`src/rtl/checkout_register.sv`:
```
// Checkout cart accumulator: synchronises the scan button, prices each scanned
// item, keeps a saturating running total and item count, and raises alarm/full
// flags. Total is presented as two BCD digits for the seven-segment drivers.
module checkout_register #(
  parameter int MAX_ITEMS = 9,   // cart capacity, 1..15
  parameter int TOTAL_MAX = 99   // total ceiling, <= 99
) (
  input  logic       clk,
  input  logic       reset,
  input  logic       scan,
  input  logic [2:0] item,
  input  logic       stolen,
  input  logic       discount,
  input  logic       ack,
  input  logic       clear,
  output logic [3:0] total_tens,
  output logic [3:0] total_ones,
  output logic [3:0] count,
  output logic       alarm,
  output logic       full,
  output logic       err,
  output logic       ovf
);

  typedef enum logic [1:0] {SHOP, ALARM, FULL} state_t;

  state_t     state, state_next;
  logic       s1, s2, s3;
  logic       scan_edge;
  logic [6:0] total, total_next;
  logic [3:0] count_next;
  logic       ovf_next, err_next;
  logic [3:0] price;
  logic       price_ok;
  logic [3:0] eff;
  logic [7:0] sum;

  // Three-flop synchroniser on the asynchronous scan button; rising edge detect.
  // NOTE: sequential state uses non-blocking assignments so every flop samples
  // the pre-edge value of its neighbour, which is what makes this a shift chain.
  always_ff @(posedge clk) begin
    if (reset) begin
      s1 <= 1'b0;
      s2 <= 1'b0;
      s3 <= 1'b0;
    end else begin
      s1 <= scan;
      s2 <= s1;
      s3 <= s2;
    end
  end

  assign scan_edge = s2 & ~s3;

  // Item code to dollar price; two codes are not stocked.
  always_comb begin
    price    = 4'd0;
    price_ok = 1'b1;
    case (item)
      3'b000:  price = 4'd9;
      3'b001:  price = 4'd4;
      3'b011:  price = 4'd7;
      3'b100:  price = 4'd2;
      3'b101:  price = 4'd8;
      3'b110:  price = 4'd5;
      default: price_ok = 1'b0;
    endcase
  end

  // Discounted items cost half, rounded down; the sum has headroom above 99.
  assign eff = discount ? (price >> 1) : price;
  assign sum = {1'b0, total} + {4'b0000, eff};

  // Next-state and cart update; clear has priority over ack and any scan edge.
  // NOTE: every signal gets a default first so no path leaves it unassigned,
  // which would otherwise infer a latch.
  always_comb begin
    state_next = state;
    total_next = total;
    count_next = count;
    ovf_next   = ovf;
    err_next   = 1'b0;
    if (clear) begin
      state_next = SHOP;
      total_next = 7'd0;
      count_next = 4'd0;
      ovf_next   = 1'b0;
    end else begin
      case (state)
        SHOP: begin
          if (scan_edge) begin
            if (!price_ok) begin
              err_next = 1'b1;
            end else if (stolen) begin
              state_next = ALARM;
            end else begin
              count_next = count + 4'd1;
              if (sum > 8'(TOTAL_MAX)) begin
                total_next = 7'(TOTAL_MAX);
                ovf_next   = 1'b1;
              end else begin
                total_next = sum[6:0];
              end
              if (count_next == 4'(MAX_ITEMS)) state_next = FULL;
            end
          end
        end
        ALARM: begin
          if (ack)       state_next = SHOP;
          if (scan_edge) err_next   = 1'b1;
        end
        FULL: begin
          if (scan_edge) err_next = 1'b1;
        end
        default: state_next = SHOP;
      endcase
    end
  end

  // State and cart registers.
  always_ff @(posedge clk) begin
    if (reset) begin
      state <= SHOP;
      total <= 7'd0;
      count <= 4'd0;
      ovf   <= 1'b0;
      err   <= 1'b0;
    end else begin
      state <= state_next;
      total <= total_next;
      count <= count_next;
      ovf   <= ovf_next;
      err   <= err_next;
    end
  end

  assign alarm      = (state == ALARM);
  assign full       = (state == FULL);
  assign total_tens = 4'(total / 7'd10);
  assign total_ones = 4'(total % 7'd10);

endmodule

```
`config.mk`:
```
export PLATFORM = sky130hd
export DESIGN_NAME = checkout_register
export DESIGN_NICKNAME = d
export VERILOG_FILES = /design/src/rtl/checkout_register.sv
export SDC_FILE = /design/constraint.sdc
export NUM_CORES = 1
export LEC_CHECK = 0
export ABC_AREA = 1
export BUFFER_PORTS_ARGS = -buffer_cell sky130_fd_sc_hd__buf_2
export CAP_MARGIN = 20
export CORE_MARGIN = 4
export CORE_UTILIZATION = 44
export DETAILED_ROUTE_END_ITERATION = 10
export PLACE_DENSITY = 0.66
export SETUP_SLACK_MARGIN = 0.1
export SKIP_LAST_GASP = 1
export SLEW_MARGIN = 20
export SYNTH_ARGS = -nofsm -noshare
export SYNTH_HDL_FRONTEND = slang
export SYNTH_SLANG_ARGS = --single-unit
```
`constraint.sdc`:
```
create_clock -name clk -period 2.55 [get_ports clk]
set_input_delay 0.255 -clock clk [delete_from_list [all_inputs] [get_ports clk]]
set_output_delay 0.255 -clock clk [all_outputs]
set_load 0.03 [all_outputs]
```
==> results of run 1 <==
-- final cells by class --
class                      instances  area [um^2]
fill                             299         1140
timing repair buffer              42          275
inverter                          34          138
tap                               44         55.1
multi-input combinational        151         1030
clock buffer                       3         22.5
sequential                        18          369
-- Yosys cell counts (all sizes together), types with 2 or more instances --
cell and number:
a21oi 16, dfxtp 18, xor2 4, o21ai 18
inv 34, nand3 13, xnor2 3, a211oi 2
nand2 50, nand4 4, o211ai 2, ha 11
nor2 21
-- timing repair --
item,4_1_cts,5_1_grt
hold endpoints to repair,0,0
gates resized for setup,32,15
setup buffers,7,5
pin swaps,8,9
cloned,0,0
setup endpoints to repair,4,11
hold buffers,0,0
-- registers in the layout (all words and copies together), names as in the netlist --
signal	flops
count	4
err	1
ovf	1
s1	1
s2	1
s3	1
state	2
total	7
-- critical path, stage by stage (launching register included) --
cell     delay [ns]
dfxtp_4        0.40
inv_6          0.05
a21oi_4        0.15
nand2_4        0.09
buf_4          0.14
o21ai_2        0.08
buf_6          0.14
nand2_4        0.05
nand2_4        0.07
nand2_4        0.06
inv_2          0.06
ha_4           0.14
inv_4          0.04
nand3_4        0.07
nand3_4        0.10
nand2_2        0.10
nand2_2        0.05
buf_6          0.13
-- cells by family after synthesis --
kind of cell,count (synthesis),synth area share
AO/OA/AOI/OAI,41,0.163
XOR/XNOR,7,0.0443
adder cells (fa/ha/maj),12,0.114
buffers and inverters,36,0.100
flip-flops,18,0.260
multiplexers,1,0.00723
AND/OR/NAND/NOR,90,0.311
-- routing by layer --
metal,up-vias,share of wire
met5,-,0
met4,0,0.0044
met3,2,0.028
met2,17,0.52
met1,637,0.44
li1,761,-
-- report_power, final --
part           leakage (nW)  switching, mW  internal [mW]  total [mW]
clock network        0.0138         0.0748         0.0547       0.130
registers             0.148        0.00384          0.284       0.288
logic                 0.764         0.0750         0.0491       0.124
total                 0.925          0.154          0.388       0.541
-- through the flow --
stage	total power [mW]	setup slack, ns	cells	utilization
finish	0.541	0.105	292	0.623
global route	0.577	-0.0269	292	0.623
CTS	0.546	0.105	287	0.595
detailed placement	0.404	-0.0418	277	0.534
global placement	0.404	0.0182	277	0.534
floorplan	0.374	0.136	205	-
-- path summary, 6_finish.rpt --
check	from	to	slack, ns	depth (start not counted)
setup / recovery	total[4]	total_ones[3]	0.10	17
hold / removal	reset	s2	0.16	2
setup reg to reg	total[1]	total[2]	0.43	11
hold reg to reg	s1	s2	0.41	2
==> impl_metrics.yaml, run 1 <==
grt:
  grtUsageMet2: 0.283
  antenna_found_initial: 0
  grt_pass1_wl_mm: 5.26
  grt_pass1_vias: 1258
  met3_usage: 0.0141
  grt_max_degree: 14
  gr-usage-all-layers: 0.155
  gr-usage-met1: 0.190
  gr-total-overflow: 0
  busiest_layer: "met2"
sta:
  drv_slew: 0
  final_hold_viol_count: 0
  fin_skew_ns: 0.000625
  rsz0062_at_grt: "true"
  slew_headroom: 0.691
  holdWs_ns: 0.160
  clock.fmax_mhz: 409
  worstMarginPinSlew_ns: 0.462
  setup_viol: 0
  finalSetupTns_ns: 0
  post-route-min-period_ns: 2.45
  finalCritPeriodShare: 0.959
worst_setup_path:
  crit_path_end_kind: "output port"
  start_kind: "flip-flop"
  arrival_ns: 2.19
  cp_max_fo: 6
  required_ns: 2.30
  setup.worst_path.class: "flip-flop to output port"
power_and_ir_drop:
  powerDensity_nw_per_um2: 287
  leakage_nw: 0.925
  peakVddDrop_mv: 0.262
floorplan:
  dieWidth_um: 64.1
  die_h_um: 64.1
  ioPinCount: 26
  rows: 20
  dieArea_um2: 4110
  core_um2: 3030
  start_util: 0.457
logic_synthesis:
  synthesis.nets: 227
  mappedNetlistArea_um2: 1390
  synth_edf_count: 0
  ys.flop_type: "dfxtp_1"
  yosys-top-cells-area: "dfxtp_1 (26%), nand2_1 (11%), ha_1 (9.9%), inv_1 (7.6%), a21oi_1 (5.4%)"
  ys_types: 29
  ys_warn_count: 0
  synth_area_leader_cell: "dfxtp_1"
  netlist_instances: 205
  yosys.area.top_type_share: 0.260
  seq_area_frac_synth: 0.260
  synthArstFlopShare: 0
  ys_seq_elements: 18
  syn_avg_cell_area_um2: 6.76
final_layout:
  mostFrequentLayoutCell: "nand2_1"
  stdcell_area_um2: 1890
  nNetsFinal: 272
  antennaDiodeCount: 0
  final_cell_mix: "nand2_1 (29), inv_1 (24), buf_2 (22)"
  drive_gt1_frac: 0.375
  area_growth_pct: 36.1
clock_tree:
  numCtsBuffers: 3
  cts_tree: "yes"
  clk_latency_ns: 0.28
  clock_path_buffers: 2
  clock_sinks: 18
  clockRootBuffer: "clkbuf_4"
  path_clk_slew_ns: 0.09
  htree_levels: 1
routing:
  avgViaCountPerCell: 4.85
  drtIter0Drc: 57
  wl_per_cell_um: 10.2
  finalWirelength_mm: 2.99
  firstDrtPassIters: 4
  num_vias: 1417
  ant_nets: 0
  drcViolationCount: 0
placed_design:
  dpl_cell_area_um2: 1620
  port_buffers: 25
  post-dp-hpwl_mm: 2.25
  routabilityCongestion: 0.800
worst_hold_path:
  min_path_type: "primary input to flip-flop"
run:
  maxCapViolCount: 0
outcome:
  status: "completed"
Power figures use the tool's default switching activity.
==> run 2: changes to the inputs <==
Settings changed: ABC_AREA 1 to default, PLACE_DENSITY 0.66 to default.
==> impl_metrics.yaml, run 2 <==
outcome:
  status: "complete, but fails checks"
  violations: "setup timing"
floorplan:
  dieArea_um2: 4640
  rows: 21
  start_util: 0.465
  die_h_um: 68.1
  core_um2: 3420
  ioPinCount: 26
  dieWidth_um: 68.1
final_layout:
  multiInputGateArea_um2: 1320
  antennaDiodeCount: 0
  post-route-util: 0.684
  nNetsFinal: 294
  top_register: "total"
  fill_cells: 303
  largest_register_ffs: 7
  drive_gt1_frac: 0.426
  final_cell_mix: "buf_4 (39), buf_2 (20), nor2_1 (15)"
  stdcell_area_um2: 2340
  area_growth_pct: 47.0
  mostFrequentLayoutCell: "buf_4"
  final_cells: 316
  seq_area_um2: 373
  top_regs: "total x7, count x4, state x2"
power_and_ir_drop:
  p_switching_mw: 0.141
  powerDensity_nw_per_um2: 228
  peakVddDrop_mv: 0.300
  leakage_nw: 0.918
  switching_share: 0.264
  p_int_mw: 0.393
  seq_power_share: 0.530
  power_frac_clock: 0.249
  p_comb_frac: 0.222
clock_tree:
  clk_latency_ns: 0.28
  numCtsBuffers: 3
  cts_hold_buf: 0
  clockRootBuffer: "clkbuf_4"
  path_clk_slew_ns: 0.09
  htree_levels: 1
  clock_path_buffers: 2
  clock_sinks: 18
  cts_tree: "yes"
grt:
  grt_max_degree: 15
  grt_pass1_wl_mm: 7.69
  gr-total-overflow: 0
  grt_pass1_vias: 1743
  gr-usage-all-layers: 0.213
  antenna_found_initial: 0
logic_synthesis:
  yosys-top-cells-area: "dfxtp_1 (23%), ha_1 (8.7%), a21oi_1 (5.0%), o21ai_0 (4.4%), nor2b_1 (4.3%)"
  synth_edf_count: 0
  seq_area_frac_synth: 0.227
  mappedNetlistArea_um2: 1590
  yosys.area.top_type_share: 0.227
  synthesis.nets: 233
  ys_warn_count: 0
  netlist_instances: 211
  ys.flop_type: "dfxtp_1"
  ys_seq_elements: 18
  synth_area_leader_cell: "dfxtp_1"
  synth_most_common_cell: "dfxtp_1"
  synthArstFlopShare: 0
  synth_common_cells: "dfxtp_1 (18), a21oi_1 (16), inv_1 (16)"
  ys_types: 54
  syn_avg_cell_area_um2: 7.53
routing:
  finalWirelength_mm: 4.61
  ant_nets: 0
  drcViolationCount: 0
  drtIter0Drc: 109
  wl_per_cell_um: 14.6
  avgViaCountPerCell: 5.61
  num_vias: 1772
  firstDrtPassIters: 4
  wl_met3_um: 136
  wl_met2_mm: 2.41
  met1Wirelength_mm: 2.03
  routed.top_layer: "met4"
sta:
  post-route-min-period_ns: 2.84
  slew_headroom: 0.550
  setup_slack_ns: -0.285
  finalSetupTns_ns: -0.828
  worstMarginPinSlew_ns: 0.674
  finalCritPeriodShare: 1.11
  final_hold_viol_count: 0
  rsz0062_at_grt: "true"
  setup_viol: 4
  fin_skew_ns: 0.000957
  drv_slew: 0
  clock.fmax_mhz: 353
worst_setup_path:
  setup.worst_path.class: "flip-flop to output port"
  required_ns: 2.30
  crit_path_end_kind: "output port"
  arrival_ns: 2.58
  start_kind: "flip-flop"
  cp_max_fo: 4
placed_design:
  routabilityCongestion: 0.905
  dpl_cell_area_um2: 2020
  port_buffers: 25
  post-dp-hpwl_mm: 3.19
  place_inst: 302
  dp_slack_ns: -0.361
run:
  maxCapViolCount: 0
worst_hold_path:
  min_path_type: "primary input to flip-flop"
-- run 2: cell types whose count changed after synthesis, sizes merged, moves of 4 or more --
cell    previous run  this run
buf                1         8
nand2             50        14
nand3             13         4
inv               34        16
nor2              21        15
o21ai             18        14
nor2b              0        11
nand2b             0         7
a21o               0         4
a211oi             2         7
nor3               0         6
-- run 2: logic make-up (layout without fill, tap and decap cells) --
family,after synthesis,in the layout,synth area share
simple gates,75,75,0.254
flops,18,18,0.227
buf+inv,28,87,0.0740
xor+xnor,5,5,0.0276
mux,3,3,0.0197
compound gates,69,69,0.292
fa+ha+maj,13,13,0.106
-- run 2: through the flow --
stage,hold WS [ns],total power [mW]
final,0.186,0.534
after global routing,0.184,0.564
after CTS,0.176,0.532
after detailed placement,0.436,0.388
after global placement,0.426,0.386
after floorplan,0.327,0.351
-- run 2: repair_timing --
item / 4_1_cts / 5_1_grt
buffers inserted: 6 / 5
pin swaps: 17 / 13
endpoints found under the setup margin: 11 / 12
resized for setup: 41 / 15
-- run 2: power by group through the flow --
stage | combinational [mW] | sequential, mW | clock, mW
finish | 0.118 | 0.283 | 0.133
CTS | 0.106 | 0.283 | 0.143
global route | 0.129 | 0.283 | 0.151
global placement | 0.0934 | 0.292 | 0
floorplan | 0.0585 | 0.293 | 0
detailed placement | 0.0960 | 0.292 | 0
-- run 2: area by class of cell --
class,count,share of cell area
multi-input cells,165,0.566
repair buffers,68,0.213
flip-flops and latches,18,0.160
inverters,16,0.0268
well taps,46,0.0246
clock buffers,3,0.00964
-- run 2: path summary, 6_finish.rpt --
kind	from	end	slack (ns)	depth (start not counted)
max	total[3]	total_ones[1]	-0.29	11
min	reset	s2	0.19	2
max reg2reg	total[2]	total[2]	0.12	9
min reg2reg	s1	s2	0.45	1
-- run 2: worst max-delay path, stage by stage (launching register included) --
cell and delay (ns):
dfxtp_2 0.34, nand2b_4 0.14, xnor2_1 0.13, a32oi_1 0.18, o21a_1 0.20, ha_2 0.21
inv_2 0.05, a32o_2 0.28, a211oi_4 0.27, inv_2 0.09, mux2_4 0.28, buf_6 0.14
-- run 2: layer usage --
metal | global-route usage | up-vias
li1 | - | 883
met2 | 0.379 | 30
met3 | 0.0230 | 4
met4 | 0.0596 | 0
met1 | 0.269 | 855
met5 | 0 | -
==> run 3: changes to the inputs <==
Settings changed: CORE_UTILIZATION 44 to 56, MAX_ROUTING_LAYER from default to met4, PLACE_DENSITY from default to 0.79.
Clock period 2.55 ns to 2.8 ns, I/O delays scaled along.
==> impl_metrics.yaml, run 3 (synthesis results as in run 2) <==
outcome:
  status: "complete, but fails checks"
  violations: "setup timing"
floorplan:
  core_um2: 2730
  dieArea_um2: 3750
  ioPinCount: 26
  die_h_um: 61.3
  rows: 19
  dieWidth_um: 61.3
  start_util: 0.581
run:
  maxCapViolCount: 0
power_and_ir_drop:
  leakage_nw: 0.842
  peakVddDrop_mv: 0.419
  powerDensity_nw_per_um2: 241
final_layout:
  antennaDiodeCount: 0
  multiInputGateArea_um2: 1250
  final_cell_mix: "buf_4 (29), buf_2 (21), a21oi_1 (15), nor2_1 (15), dfxtp_1 (14)"
  largest_register_ffs: 7
  area_growth_pct: 34.1
  mostFrequentLayoutCell: "buf_4"
  drive_gt1_frac: 0.349
  top_regs: "total x7, count x4, state x2"
  nNetsFinal: 281
  stdcell_area_um2: 2130
  fill_cells: 192
  top_register: "total"
  post-route-util: 0.779
  seq_area_um2: 365
worst_hold_path:
  min_path_type: "primary input to flip-flop"
  min_delay_path_depth: 2
routing:
  drcViolationCount: 0
  drtIter0Drc: 124
  avgViaCountPerCell: 6.05
  ant_nets: 0
  firstDrtPassIters: 4
  wl_per_cell_um: 16.2
  finalWirelength_mm: 4.67
  num_vias: 1749
worst_setup_path:
  required_ns: 2.52
  cp_slowest_cell: "dfxtp_2"
  crit_cells: 11
  arrival_ns: 2.74
  path_buf_inv: 3
  crit_path_end_kind: "output port"
  start_kind: "flip-flop"
  setup.worst_path.class: "flip-flop to output port"
  cpPeakStageDelay_ns: 0.33
  crit_chain: "nand2b_4 -> xnor2_1 -> a32oi_1 -> o21a_1 -> ha_4 -> inv_2 -> a32o_2 -> a211oi_4 -> inv_2 -> mux2_4 -> buf_6"
  worst_path_most_repeated_cell: "inv_2"
  r2r_cells: 9
  cp_max_fo: 4
  crit_family: "compound AO/OA/AOI/OAI gates"
clock_tree:
  cts_tree: "yes"
  numCtsBuffers: 3
  clk_latency_ns: 0.30
  htree_levels: 1
  cts_hold_buf: 0
  clock_sinks: 18
  path_clk_slew_ns: 0.11
  clockRootBuffer: "clkbuf_4"
  clock_path_buffers: 2
grt:
  antenna_found_initial: 0
  grt_pass1_wl_mm: 7.18
  grt_pass1_vias: 1584
  gr-usage-all-layers: 0.265
  gr-total-overflow: 0
  grt_max_degree: 16
sta:
  final_hold_viol_count: 0
  worstMarginPinSlew_ns: 0.738
  setup_viol: 4
  fin_skew_ns: 0.00460
  drv_slew: 0
  rsz0062_at_grt: "true"
  slew_headroom: 0.508
  finalSetupTns_ns: -0.631
  post-route-min-period_ns: 3.02
  finalCritPeriodShare: 1.08
  setup_slack_ns: -0.218
  holdWs_ns: 0.176
  clock.fmax_mhz: 331
placed_design:
  post-dp-hpwl_mm: 3.08
  dp_slack_ns: -0.234
  dpl_cell_area_um2: 1910
  routabilityCongestion: 0.848
  port_buffers: 25
run 3: cell count changes in the layout (fill, tap and decap cells not counted), sizes merged:
cell | before | now
buf | 68 | 55
clkbuf | 3 | 4
run 3: final timing paths:
path,end,slack (ns),from
max,total_ones[1],-0.22,total[3]
min,s3,0.18,reset
max reg2reg,total[1],0.34,total[0]
min reg2reg,s2,0.47,s1
run 3: layer usage:
metal,up-vias,global-route usage,part of all wire
li1,866,-,-
met1,788,0.349,0.42
met2,79,0.396,0.49
met3,16,0.0377,0.060
met4,0,0.127,0.032
met5,-,-,0
run 3: repair_timing:
item / in CTS / in global routing
hold endpoints to repair: 0 / 0
gates resized for setup: 27 / 15
endpoints found under the setup margin: 7 / 11
cloned: 0 / 0
pin swaps: 10 / 6
setup buffers: 4 / 2
run 3: through the flow:
step	total power, mW	std cells
after detailed placement	0.348	279
after global placement	0.346	279
after CTS	0.507	287
after floorplan	0.317	211
after global routing	0.538	289
final	0.513	289
run 3: cell type report:
class                      count  area share
sequential                    18       0.171
clock buffer                   4      0.0170
inverter                      16      0.0282
tap                           31      0.0182
multi-input combinational    165       0.587
timing repair buffer          55       0.178
run 3: report_power, final:
group / internal [mW] / switching, mW
logic: 0.0400 / 0.0489
clock network: 0.0794 / 0.0847
registers: 0.259 / 0.00177
